<file path="src/rtl/uart_tx_dispatch.sv">
// Byte FIFO plus frame pacer in front of the UART transmitter: pops one byte per
// frame, pulses send for one cycle, then holds off for a full frame plus guard time.
module uart_tx_dispatch #(
  parameter int DEPTH        = 16,
  parameter int ADDR_W       = 4,
  parameter int CLKS_PER_BIT = 434,
  parameter int FRAME_BITS   = 11,
  parameter int GUARD_CLKS   = 434
) (
  input  logic              clk,
  input  logic              reset,
  input  logic              wr_en,
  input  logic [7:0]        wr_data,
  input  logic              tx_en,
  output logic              send,
  output logic [7:0]        d_in,
  output logic              full,
  output logic              empty,
  output logic [ADDR_W:0]   level,
  output logic              overflow,
  output logic              busy
);

  // state  | meaning
  // IDLE   | waiting for tx_en and a stored byte; pops on the exit edge
  // SEND   | send pulse is high, d_in holds the popped byte
  // WAIT   | frame plus guard interval counting down to zero

  localparam int W     = CLKS_PER_BIT * FRAME_BITS + GUARD_CLKS;
  localparam int CNT_W = (W > 1) ? $clog2(W) : 1;
  localparam int LVL_W = ADDR_W + 1;

  typedef enum logic [1:0] {
    S_IDLE = 2'd0,
    S_SEND = 2'd1,
    S_WAIT = 2'd2
  } state_t;

  state_t             state;
  logic [CNT_W-1:0]   wait_cnt;
  logic [7:0]         mem [DEPTH];
  logic [ADDR_W-1:0]  wr_ptr;
  logic [ADDR_W-1:0]  rd_ptr;
  logic               wr_acc;
  logic               pop;

  // Both decisions use registered flags, so a write into a full FIFO is
  // rejected even when a pop frees a slot on the same edge.
  assign wr_acc = wr_en && !full && !reset;
  assign pop    = (state == S_IDLE) && tx_en && !empty && !reset;

  always_ff @(posedge clk) begin
    if (wr_acc) begin
      mem[wr_ptr] <= wr_data;
    end
  end

  always_ff @(posedge clk) begin
    if (reset) begin
      wr_ptr   <= '0;
      rd_ptr   <= '0;
      level    <= '0;
      full     <= 1'b0;
      empty    <= 1'b1;
      overflow <= 1'b0;
    end else begin
      overflow <= wr_en && full;
      if (wr_acc) begin
        wr_ptr <= wr_ptr + 1'b1;
      end
      if (pop) begin
        rd_ptr <= rd_ptr + 1'b1;
      end
      if (wr_acc && !pop) begin
        level <= level + 1'b1;
        full  <= (level == LVL_W'(DEPTH - 1));
        empty <= 1'b0;
      end else if (!wr_acc && pop) begin
        level <= level - 1'b1;
        full  <= 1'b0;
        empty <= (level == LVL_W'(1));
      end
    end
  end

  always_ff @(posedge clk) begin
    if (reset) begin
      state    <= S_IDLE;
      wait_cnt <= '0;
      send     <= 1'b0;
      d_in     <= 8'h00;
      busy     <= 1'b0;
    end else begin
      case (state)
        S_IDLE: begin
          send <= 1'b0;
          if (pop) begin
            d_in  <= mem[rd_ptr];
            send  <= 1'b1;
            busy  <= 1'b1;
            state <= S_SEND;
          end
        end
        S_SEND: begin
          send     <= 1'b0;
          wait_cnt <= CNT_W'(W - 1);
          state    <= S_WAIT;
        end
        S_WAIT: begin
          send <= 1'b0;
          if (wait_cnt == '0) begin
            busy  <= 1'b0;
            state <= S_IDLE;
          end else begin
            wait_cnt <= wait_cnt - 1'b1;
          end
        end
        default: begin
          send  <= 1'b0;
          busy  <= 1'b0;
          state <= S_IDLE;
        end
      endcase
    end
  end

endmodule

</file>
<file path="config.mk">
export PLATFORM = sky130hd
export DESIGN_NAME = uart_tx_dispatch
export DESIGN_NICKNAME = d
export VERILOG_FILES = /design/src/rtl/uart_tx_dispatch.sv
export SDC_FILE = /design/constraint.sdc
export NUM_CORES = 1
export LEC_CHECK = 0
export ABC_AREA = 1
export BUFFER_PORTS_ARGS = -buffer_cell sky130_fd_sc_hd__buf_2
export CORE_MARGIN = 2
export CORE_UTILIZATION = 40
export CTS_CLUSTER_DIAMETER = 60
export DETAILED_ROUTE_END_ITERATION = 8
export GPL_TIMING_DRIVEN = 0
export HOLD_SLACK_MARGIN = 0.08
export PLACE_DENSITY = 0.65
export SYNTH_ARGS = -nofsm -noshare
export SYNTH_HDL_FRONTEND = slang
export SYNTH_SLANG_ARGS = --single-unit
</file>
<file path="constraint.sdc">
create_clock -name clk -period 2.5 [get_ports clk]
set_input_delay 0.5 -clock clk [delete_from_list [all_inputs] [get_ports clk]]
set_output_delay 0.5 -clock clk [all_outputs]
set_load 0.02 [all_outputs]
</file>
# [Word-level counts from Yosys, hierarchy flattened]
# Memories as Yosys holds them, arrays and structs flattened. A register that Yosys moved wholly into a read port is not among the register bits.
# Index checks and enable logic that the tools add are counted.
[word_totals] rom_bits=0 elab_cells=64 latchBits=0 n_memories=1 output_inout_bits=18 in_bits=12 ram_bits=128 regBits=33
[mem_list] name="mem" depth=16 width=8 read_ports=1 rd_clocked_by_memory_dff=1 wr=1 line_no="41" rtl="logic [7:0] mem [DEPTH];"
[op_classes] eq_ne=7 n_mux=17 shift=0 reduce_logical=22 mul=0 n_lt_le_gt_ge=0 add_sub_neg=5 div_mod_pow=0 bitwise_logic=2
[op_table] cell="one-hot mux 13 bit (2 select lines)" count=1
[op_table] cell="logical NOT 13 bit" count=1
[op_table] cell="two-way mux 13 bit" count=1
[op_table] cell="subtractor 13 x 1 -> 13 bit, second input constant" count=1
[op_table] cell="two-way mux 5 bit" count=2
[op_table] cell="two-way mux 1 bit" count=9
[op_table] cell="adder 4 x 1 -> 4 bit, second input constant" count=2
[op_table] cell="logical AND 1 bit" count=8
[op_table] cell="inequality test 2 bit, second input constant" count=3
[op_table] cell="one-hot mux 2 bit (3 select lines)" count=1
[op_table] cell="AND reduction 2 bit" count=3
[op_table] cell="adder 5 x 1 -> 5 bit, second input constant" count=1
[op_table] cell="equality test 5 x 1 -> 1 bit, second input constant" count=1
[op_table] cell="equality test 5 x 4 -> 1 bit, second input constant" count=1
[op_table] cell="logical NOT 1 bit" count=5
[op_table] cell="subtractor 5 x 1 -> 5 bit, second input constant" count=1
[op_table] cell="two-way mux 2 bit" count=2
[op_table] cell="nonzero test 2 bit" count=2
[op_table] cell="one-hot mux 1 bit (3 select lines)" count=1
[op_table] cell="AND reduction 3 bit" count=1
[op_table] cell="equality test 2 x 1 -> 1 bit, second input constant" count=1
[op_table] cell="equality test 2 bit, second input constant" count=1
[op_table] cell="logical NOT 2 bit" count=1
[op_table] cell="NOT 1 bit" count=2
[op_table] cell="OR reduction 2 bit" count=1

# [Depth between registers and ports, before layout]
# Gate-level depths: netlist of run 1.
[depth] ltp_word=7 ltp_mapped=11 depth_no_buf=10

# [Worst setup path after synthesis of run 1]
# Ideal clock, no wire load.
[synth_timing] path_type="input to register" from="in reset" to="reg level[2]" path_buffers=3 path_slack_ps=426 setup_time_ps=122 t_required_ps=2378 arrival_ps=1951 cell_stages=10 path_cell_list="buf_6 > inv_1 > nand4_2 > buf_2 > ha_1 > clkbuf_1 > a21oi_1 > o21ai_0 > o21ai_0 > a21oi_1"
[synth_between] elab_chain_cells=5 word_cells_on_any_way=9 cone_classes="1 x mux; 8 x reduce/logical"
[synth_lines] item="start, declared" line_no="11" rtl="input logic reset,"
[synth_lines] item="logical NOT 1 bit" line_no="49, 50"
[synth_lines] item="logical AND 1 bit (on tied branches)" line_no="50, 49"
[synth_lines] item="logical NOT 1 bit (on tied branches)" line_no="74, 78"
[synth_lines] item="logical AND 1 bit (on tied branches)" line_no="74, 78"
[synth_lines] item="two-way mux 5 bit or nonzero test 2 bit (tied branches)"
[synth_lines] item="end signal, assigned" line_no="75" rtl="level <= level + 1'b1;"
[synth_lines] item="end signal, assigned" line_no="79" rtl="level <= level - 1'b1;"
[synth_lines] item="end, declared" line_no="19" rtl="output logic [ADDR_W:0] level,"
# Parallel ways exist; a longest one is shown, timed or not.
# A chain may end at the register's enable or synchronous reset.

# [Final worst setup path of run 1]
[layout_timing] from="reg full" to="mem mem[3][0] (enable)"
[layout_between] elab_chain_cells=5
[layout_lines] item="start, declared" line_no="17" rtl="output logic full,"
[layout_lines] item="start signal, assigned" line_no="76" rtl="full <= (level == LVL_W'(DEPTH - 1));"
[layout_lines] item="logical NOT 1 bit" line_no="49" rtl="assign wr_acc = wr_en && !full && !reset;"
[layout_lines] item="logical AND 1 bit (2 in series)" line_no="49"
[layout_lines] item="via wr_acc" line_no="44" rtl="logic wr_acc;"
[layout_lines] item="two-way mux 1 bit" line_no="53" rtl="if (wr_acc) begin"
[layout_lines] item="two-way mux 1 bit (implied by the code)" line_no="54" rtl="mem[wr_ptr] <= wr_data;"
[layout_lines] item="end, declared" line_no="41"
# The timed path passes the listed nets, and every way through them passes these cells.

==> flow_summary.json, run 1 <==
{
  "outcome": "completed",
  "hp-start": "reset",
  "io_pins": 30,
  "synth_warnings": 0,
  "r2r_start": "full$_SDFFE_PP0P_",
  "path_clk_slew_ns": 0.07,
  "gp_congestion": 0.914,
  "rr_worst_depth": 5,
  "whs_path_depth": 2,
  "avgSynthCellArea_um2": 9.50,
  "cp_data_required_time_ns": 2.56,
  "viasPerCell": 5.06,
  "drtAntennaViolNets": 0,
  "rsz0062_at_grt": "false",
  "diodes": 0,
  "hp-class": "input port to flip-flop",
  "placementRows": 49,
  "worstSetupPathType": "flip-flop to flip-flop",
  "ff2ff_setup_slack_ns": 0.34,
  "fmax_ghz": 0.463,
  "layout.nets": 853,
  "hold_end": "wait_cnt[12]$_SDFFE_PP0P_",
  "root_buffer": "clkbuf_16",
  "cts_buffer_depth": 2,
  "cts_resized": 0,
  "routed_wl_um": 17700,
  "tightest_slew_ns": 0.900,
  "finClkSkew_ns": 0.0123,
  "relSlewSlack_pct": 39.8,
  "die_area_um2": 19700,
  "drive_gt1_share_pct": 11.4,
  "dp_hpwl_um": 11800,
  "die_w_um": 140,
  "grtUsageTotal_pct": 18.8,
  "ys_async_sr_fraction_pct": 0,
  "hold_viol": 0,
  "setup_viol": 0,
  "placed_area_um2": 7850,
  "startpoint_type": "flip-flop",
  "start_util_pct": 41.0,
  "grt-ovfl-total": 0,
  "cts-buffers-inserted": 17,
  "cp.arrival_ns": 2.22,
  "synthDistinctLibCells": 33,
  "setup_tns_ns": 0,
  "clk_latency_ns": 0.44,
  "synth_edf_count": 128,
  "seq_area_frac_synth_pct": 62.9,
  "worstReg2RegEnd": "mem[3][0]$_DFFE_PP_",
  "placeableCoreArea_um2": 18100,
  "cp_max_fo": 8,
  "multi_input_area_um2": 2330,
  "syn-instance-count": 781,
  "die_h_um": 140,
  "cp-end-kind": "flip-flop",
  "ctsHoldBuffers": 0,
  "grt_max_degree": 19,
  "post_cts_buffers": 0,
  "routedWlPerCell_um": 16.5,
  "drv_cap": 0,
  "firstDrtPassIters": 5,
  "cts_tree": "yes",
  "ys_ff_latch": 169,
  "area_growth_pct": 13.7,
  "grt_antenna_before_repair": 0,
  "grt_pass1_vias": 5149,
  "cts_max_level": 4,
  "period_minus_slack_ns": 2.16,
  "fin_crit_sh_pct": 86.4,
  "drc_errors": 0,
  "slew_violations": 0,
  "clkSinkCount": 169,
  "seq_area_um2": 4660,
  "grt_first_pass_wirelength_um": 27500,
  "peakVddDrop_mv": 0.478,
  "vias": 5416,
  "synthesis.area_um2": 7420,
  "fillers": 1638,
  "synth_fp_nets": 806,
  "finalInstanceArea_um2": 8440,
  "p_leak_nw": 3.50,
  "yosys_most_used_dff": "edfxtp_1",
  "io_buffer_count": 28,
  "p_per_area_nw_per_um2": 735,
  "drt_iter0_drc": 438
}
layer usage:
metal  GRT usage (%)  vias to the layer above  wire length, um
li1                -                     2671                -
met1            25.3                     2506             7680
met2            30.2                      200             8310
met3            4.14                       39             1260
met4            7.07                        0              426
met5               0                        -                0
layout by cell type (no fill, tap or decap), types with 16 or more instances in the layout:
master	instances
nand2_1	280
edfxtp_1	128
nand3_1	84
inv_1	59
nor2_1	58
buf_2	44
dfxtp_1	41
a21oi_1	30
clkbuf_16	17
o21ai_0	16
where the power goes:
| part | internal, mW | leakage [nW] | total [mW] | switching, mW |
|---|---|---|---|---|
| clock | 1.36 | 0.293 | 2.60 | 1.23 |
| combinational | 0.160 | 1.72 | 0.506 | 0.346 |
| sequential | 3.06 | 1.49 | 3.10 | 0.0344 |
| total | 4.59 | 3.50 | 6.20 | 1.61 |
through the flow:
stage / cells / setup WS (ns) / hold slack, ns / util (%) / power (mW)
after floorplan: 781 / 0.426 / 0.447 / - / 3.50
after global placement: 1038 / 0.0618 / 0.468 / 43.4 / 3.65
after detailed placement: 1038 / 0.0569 / 0.472 / 43.4 / 3.66
after CTS: 1070 / 0.320 / 0.274 / 46.6 / 6.22
after global routing: 1070 / 0.122 / 0.301 / 46.6 / 6.40
final: 1070 / 0.340 / 0.283 / 46.6 / 6.20
final cells by class:
| cell class | instances | share of cell area (%) |
|---|---|---|
| sequential | 169 | 55.3 |
| buffer | 34 | 2.34 |
| clock inverter | 14 | 1.77 |
| tap | 229 | 3.40 |
| multi-input combinational | 516 | 27.6 |
| timing repair buffer | 28 | 1.66 |
| inverter | 62 | 2.76 |
| clock buffer | 18 | 5.21 |
how the worst max path moves through the flow:
stage / cells after the start / from / slack [ns] / end
after floorplan: 10 / reset / 0.43 / level[2]$_SDFFE_PP0P_
after global placement: 6 / reset / 0.06 / mem[3][4]$_DFFE_PP_
after detailed placement: 6 / reset / 0.06 / mem[3][4]$_DFFE_PP_
after CTS: 5 / full$_SDFFE_PP0P_ / 0.32 / mem[3][5]$_DFFE_PP_
after global routing: 9 / state[1]$_SDFFE_PP0P_ / 0.12 / level[3]$_SDFFE_PP0P_
final: 5 / full$_SDFFE_PP0P_ / 0.34 / mem[3][0]$_DFFE_PP_
sequential cells by signal, indices dropped and copies added (netlist names):
signal,cells
mem,128
wait_cnt,13
d_in,8
level,5
rd_ptr,4
wr_ptr,4
state,2
busy,1
empty,1
full,1
overflow,1
send,1
critical path, cell delays in order (launching register included):
cell	delay [ns]
dfxtp_1	0.35
nor3_4	0.33
inv_1	0.14
nor2_1	0.16
nand2_1	0.11
nor2_1	0.69
synth_stat cells (2+ instances only):
library cell  number  area, um2
nand2_1          280       1050
edfxtp_1         128       3840
nand3_1           84        420
inv_1             59        221
nor2_1            58        218
dfxtp_1           41        821
a21oi_1           30        150
buf_2             16       80.1
o21ai_0           16       80.1
ha_1              13        163
buf_4              7       52.6
clkbuf_1           7       26.3
o21ai_1            7       35.0
nand2_2            3       18.8
nand4_1            3       18.8
nor3_1             3       15.0
a211oi_1           2       15.0
buf_1              2       7.51
clkinv_1           2       7.51
nor2_2             2       12.5
o211ai_1           2       15.0
o21bai_1           2       15.0
o22ai_1            2       12.5
or2_2              2       12.5
xor2_1             2       17.5
logic make-up (layout without fill, tap and decap cells):
kind of cell / count (synthesis) / after routing / share of synthesized area, %
and+or+nand+nor: 439 / 439 / 24.4
DFF: 169 / 169 / 62.9
buffers and inverters: 96 / 156 / 5.80
AOI/OAI and AO/OA: 61 / 61 / 4.35
adders and majority gates: 13 / 13 / 2.19
xor gates and xnor gates: 3 / 3 / 0.354
Note: power is estimated with default switching activity, not from simulation.
==> run 2: changes to the inputs <==
RECOVER_POWER = 50   (was not set)
==> run 2 against run 1 <==
Effect of this change:
- design area decreased by 0.64%
- flip-flop and latch count unchanged
- clock power hardly changed
- clock-buffer cell count unchanged
- critical path depth is the same
- first-iteration DRC count grew 8.7%
- setup slack gained 0.013 ns
- critical endpoint unchanged
==> flow_summary.json, run 2 (synthesized netlist as in run 1, its figures left out) <==
{
  "placementRows": 49,
  "grt-ovfl-total": 0,
  "cts_tree": "yes",
  "slew_violations": 0,
  "ctsHoldBuffers": 0,
  "diodes": 0,
  "io_buffer_count": 28,
  "cts_resized": 0,
  "start_util_pct": 41.0,
  "cts_buffer_depth": 2,
  "setup_tns_ns": 0,
  "die_w_um": 140,
  "placed_area_um2": 7850,
  "drv_cap": 0,
  "firstDrtPassIters": 5,
  "multi_input_area_um2": 2320,
  "die_h_um": 140,
  "drive_gt1_share_pct": 8.44,
  "final_common_cell": "nand2_1",
  "hp-class": "input port to flip-flop",
  "cp_data_required_time_ns": 2.56,
  "root_buffer": "clkbuf_16",
  "finalInstanceArea_um2": 8380,
  "placeableCoreArea_um2": 18100,
  "routedWlPerCell_um": 16.5,
  "rsz0062_at_grt": "false",
  "area_growth_pct": 12.9,
  "gp_congestion": 0.914,
  "cp_max_fo": 8,
  "tightest_slew_ns": 1.01,
  "layout.nets": 853,
  "drt_iter0_drc": 476,
  "fillers": 1652,
  "finClkSkew_ns": 0.00836,
  "rr_worst_depth": 5,
  "largest_register_ffs": 128,
  "top_regs": "mem: 128 flops, wait_cnt: 13 flops, d_in: 8 flops",
  "grt_first_pass_wirelength_um": 27500,
  "setup_viol": 0,
  "fmax_ghz": 0.466,
  "drtAntennaViolNets": 0,
  "fin_crit_sh_pct": 85.9,
  "p_leak_nw": 3.40,
  "cp.arrival_ns": 2.21,
  "cts_max_level": 4,
  "setup_slack_ns": 0.352,
  "grt_antenna_before_repair": 0,
  "power_mw": 6.19,
  "mostFrequentLayoutCells": "282 x nand2_1, 128 x edfxtp_1, 84 x nand3_1",
  "p_per_area_nw_per_um2": 739,
  "top_register": "mem",
  "hold_viol": 0,
  "postLayoutCoreUtil_pct": 46.3,
  "clkSinkCount": 169,
  "path_clk_slew_ns": 0.07,
  "viasPerCell": 5.06,
  "grt_max_degree": 19,
  "worstSetupPathType": "flip-flop to flip-flop",
  "io_pins": 30,
  "vias": 5414,
  "routed_wl_um": 17700,
  "startpoint_type": "flip-flop",
  "cp-end-kind": "flip-flop",
  "outcome": "completed",
  "drc_errors": 0,
  "whs_path_depth": 2,
  "seq_area_um2": 4660,
  "relSlewSlack_pct": 32.5,
  "grtUsageTotal_pct": 18.8,
  "grt_pass1_vias": 5149,
  "die_area_um2": 19700,
  "post_cts_buffers": 0,
  "clk_latency_ns": 0.44,
  "dp_slack_ns": 0.0569,
  "peakVddDrop_mv": 0.476,
  "dp_hpwl_um": 11800,
  "cts-buffers-inserted": 17,
  "period_minus_slack_ns": 2.15
}
## run 2: area by class of cell
class | count | area share, %
buffer | 34 | 2.15
tap | 229 | 3.42
clock inverter | 14 | 1.78
inverter | 62 | 2.78
timing repair buffer | 28 | 1.36
clock buffer | 18 | 5.24
multi-input combinational | 516 | 27.6
sequential | 169 | 55.7
## run 2: power by group
part / total, mW / internal, mW / switching [mW]
sequential: 3.10 / 3.06 / 0.0348
clock: 2.60 / 1.36 / 1.24
combinational: 0.493 / 0.151 / 0.342
total: 6.19 / 4.58 / 1.61
## run 2: worst max-delay path, cell delays in order (launching register included)
cell and delay (ns):
dfxtp_1 0.34, nor3_4 0.32, inv_1 0.14, nor2_1 0.16
nand2_1 0.11, nor2_1 0.68
## run 2: path summary, 6_finish.rpt
check / slack, ns / from / to
max reg2reg: 0.35 / full$_SDFFE_PP0P_ / mem[3][0]$_DFFE_PP_
min reg2reg: 0.48 / state[1]$_SDFFE_PP0P_ / busy$_SDFFE_PP0P_
max: 0.35 / full$_SDFFE_PP0P_ / mem[3][0]$_DFFE_PP_
min: 0.28 / reset / wait_cnt[12]$_SDFFE_PP0P_
## run 2: per-stage QoR
| stage | std cells | hold slack, ns |
|---|---|---|
| after floorplan | 781 | 0.447 |
| after global placement | 1038 | 0.468 |
| after detailed placement | 1038 | 0.472 |
| after CTS | 1070 | 0.274 |
| after global routing | 1070 | 0.301 |
| final | 1070 | 0.284 |
## run 2: per-layer routing
| metal | share of wire (%) | GRT usage, % |
|---|---|---|
| met1 | 43 | 25.3 |
| met2 | 47 | 30.2 |
| met3 | 7.2 | 4.14 |
| met4 | 2.6 | 7.07 |
| met5 | 0 | 0 |
==> run 3: changes to the inputs <==
ABC_AREA = not set   (was 1)
==> run 3 against run 2 <==
Effect of this change:
- worst hold slack gained 0.062 ns
- design area shrank 3.3%
- setup slack lost 0.22 ns
- critical endpoint is now d_in[1]$_SDFFE_PP0P_
- register-to-register slack lost 0.22 ns
- global-route usage shrank 2.7 points
==> flow_summary.json, run 3 <==
{
  "p_per_area_nw_per_um2": 773,
  "rsz0062_at_grt": "false",
  "p_leak_nw": 2.65,
  "syn-instance-count": 457,
  "startpoint_type": "flip-flop",
  "crit_chain": "clkbuf_1 -> clkbuf_1 -> mux4_2 -> mux2i_1 -> a211oi_1 -> a31o_2",
  "top_regs": "mem: 128 flops, wait_cnt: 13 flops, d_in: 8 flops",
  "worstSetupPathType": "flip-flop to flip-flop",
  "routedWlPerCell_um": 18.8,
  "crit_top_cell": "clkbuf_1",
  "cts_max_level": 4,
  "seq_area_um2": 4670,
  "fin_crit_sh_pct": 94.6,
  "period_minus_slack_ns": 2.36,
  "fmax_ghz": 0.423,
  "cts_tree": "yes",
  "grt_pass1_vias": 4034,
  "largest_register_ffs": 128,
  "setup_viol": 0,
  "avgSynthCellArea_um2": 15.4,
  "gp_congestion": 0.847,
  "relSlewSlack_pct": 42.6,
  "yosysMostFrequentCell": "edfxtp_1",
  "tightest_slew_ns": 0.858,
  "die_h_um": 136,
  "use_met3_pct": 4.29,
  "clk_latency_ns": 0.43,
  "dp.cells": 712,
  "multi_input_area_um2": 2260,
  "seq_area_frac_synth_pct": 66.5,
  "vias": 4033,
  "cp.arrival_ns": 2.68,
  "placementRows": 48,
  "synthDistinctLibCells": 51,
  "outcome": "completed",
  "root_buffer": "clkbuf_16",
  "routed_wl_um": 14000,
  "area_growth_pct": 15.5,
  "cp_max_fo": 10,
  "io_pins": 30,
  "hp-class": "input port to flip-flop",
  "finClkSkew_ns": 0.0105,
  "placeableCoreArea_um2": 17200,
  "hold_viol": 0,
  "synth_fp_nets": 482,
  "dp_hpwl_um": 9460,
  "firstDrtPassIters": 4,
  "slew_violations": 0,
  "ys_async_sr_fraction_pct": 0,
  "layout.nets": 532,
  "peakVddDrop_mv": 0.482,
  "diodes": 0,
  "mostFrequentLayoutCells": "128 x edfxtp_1, 40 x dfxtp_1, 39 x clkbuf_1",
  "grt_first_pass_wirelength_um": 22100,
  "fillers": 1478,
  "synth.area.top_cells": "edfxtp_1 55%, dfxtp_1 12%, mux4_2 5.5%",
  "drv_cap": 0,
  "drtAntennaViolNets": 0,
  "start_util_pct": 40.7,
  "use_met1_pct": 20.9,
  "io_buffer_count": 29,
  "cp_data_required_time_ns": 2.82,
  "grtUsageTotal_pct": 16.2,
  "drive_gt1_share_pct": 18.3,
  "final_common_cell": "edfxtp_1",
  "viasPerCell": 5.41,
  "grt-ovfl-total": 0,
  "final_cells": 745,
  "path_clk_slew_ns": 0.07,
  "postLayoutCoreUtil_pct": 47.0,
  "top_usage_layer": "met2",
  "clkSinkCount": 169,
  "synth_warnings": 0,
  "grt_antenna_before_repair": 0,
  "top_register": "mem",
  "ys_ff_latch": 169,
  "cp-end-kind": "flip-flop",
  "synthesis.area_um2": 7020,
  "netlist.area_leader.share_pct": 54.8,
  "use_met2_pct": 26.7,
  "yosysTopAreaCell": "edfxtp_1",
  "synth_edf_count": 128,
  "yosys_most_used_dff": "edfxtp_1",
  "cts-buffers-inserted": 17,
  "slowest_delay_ns": 0.56,
  "drt_iter0_drc": 276,
  "drc_errors": 0,
  "synth_common_cells": "128 x edfxtp_1, 41 x dfxtp_1, 35 x nor2_1, 24 x mux2i_1, 21 x nand2_1",
  "cts_buffer_depth": 2,
  "slowest_stage": "clkbuf_1",
  "grt_max_degree": 17,
  "die_w_um": 136,
  "die_area_um2": 18600
}
-- run 3: cell types whose count changed after synthesis, moves of 17 or more --
cell | before | now
a21oi_1 | 30 | 9
inv_1 | 59 | 9
mux2i_1 | 0 | 24
mux4_2 | 0 | 17
nand2_1 | 280 | 21
nand3_1 | 84 | 4
nor2_1 | 58 | 35
-- run 3: kinds of logic after synthesis --
kind of cell	synth area share, %
flip-flops	66.5
AND/OR/NAND/NOR	9.04
multiplexers	13.5
AO/OA/AOI/OAI	5.46
buffers and inverters	2.19
adder cells (fa/ha/maj)	2.32
XOR/XNOR	0.998
-- run 3: what timing repair did --
| item | in CTS | in global routing |
|---|---|---|
| gates resized for setup | 4 | 17 |
| hold buffers | 0 | 0 |
| endpoints found under the setup margin | 33 | 96 |
| buffers inserted | 1 | 1 |
| pin swaps | 1 | 3 |
-- run 3: path summary, 6_finish.rpt --
kind | start | to | slack [ns] | cells past startpoint
worst max register to register | rd_ptr[2]$_SDFFE_PP0P_ | d_in[1]$_SDFFE_PP0P_ | 0.14 | 6
worst max-delay path | rd_ptr[2]$_SDFFE_PP0P_ | d_in[1]$_SDFFE_PP0P_ | 0.14 | 6
worst min register to register | d_in[5]$_SDFFE_PP0P_ | d_in[5]$_SDFFE_PP0P_ | 0.46 | 2
worst min-delay path | wr_en | overflow$_SDFF_PP0_ | 0.35 | 2
-- run 3: per-stage QoR --
step           power [mW]  setup TNS, ns  cell area [um2]  hold WS, ns  setup WS (ns)
3_3_place_gp         3.57         -17.80             7460        0.443         -0.496
6_report             6.26              0             8100        0.346          0.136
5_1_grt              6.47              0             8100        0.345         0.0281
4_1_cts              6.30              0             8100        0.340         0.0399
2_1_floorplan        3.45        -0.0499             7030        0.464        -0.0499
3_5_place_dp         3.59         -22.65             7470        0.450         -0.538
-- run 3: worst max-delay path, delay by kind of cell, from the launching register on --
family,cells,cell delay [ns]
buffers and inverters,2,0.89
DFF,1,0.32
muxes,2,0.65
AOI/OAI and AO/OA,2,0.40
-- run 3: area by class of cell --
type | instances | area share, %
Sequential cell | 169 | 57.6
Inverter | 10 | 0.494
Timing Repair Buffer | 32 | 1.56
Tap cell | 225 | 3.47
Clock inverter | 15 | 2.30
Clock buffer | 17 | 5.25
Multi-Input combinational cell | 254 | 27.9
Buffer | 23 | 1.44
-- run 3: metal layers --
layer / wire (um) / part of all wire, % / vias to the layer above
li1: - / - / 1898
met1: 6180 / 44 / 2032
met5: 0 / 0 / -
met2: 7020 / 50 / 87
met4: 187 / 1.3 / 0
met3: 653 / 4.7 / 16
-- run 3: power breakdown --
group | total (mW) | switching [mW] | leakage, nW | internal (mW)
clock | 2.73 | 1.13 | 0.300 | 1.60
combinational | 0.426 | 0.270 | 0.862 | 0.156
sequential | 3.11 | 0.0447 | 1.49 | 3.06
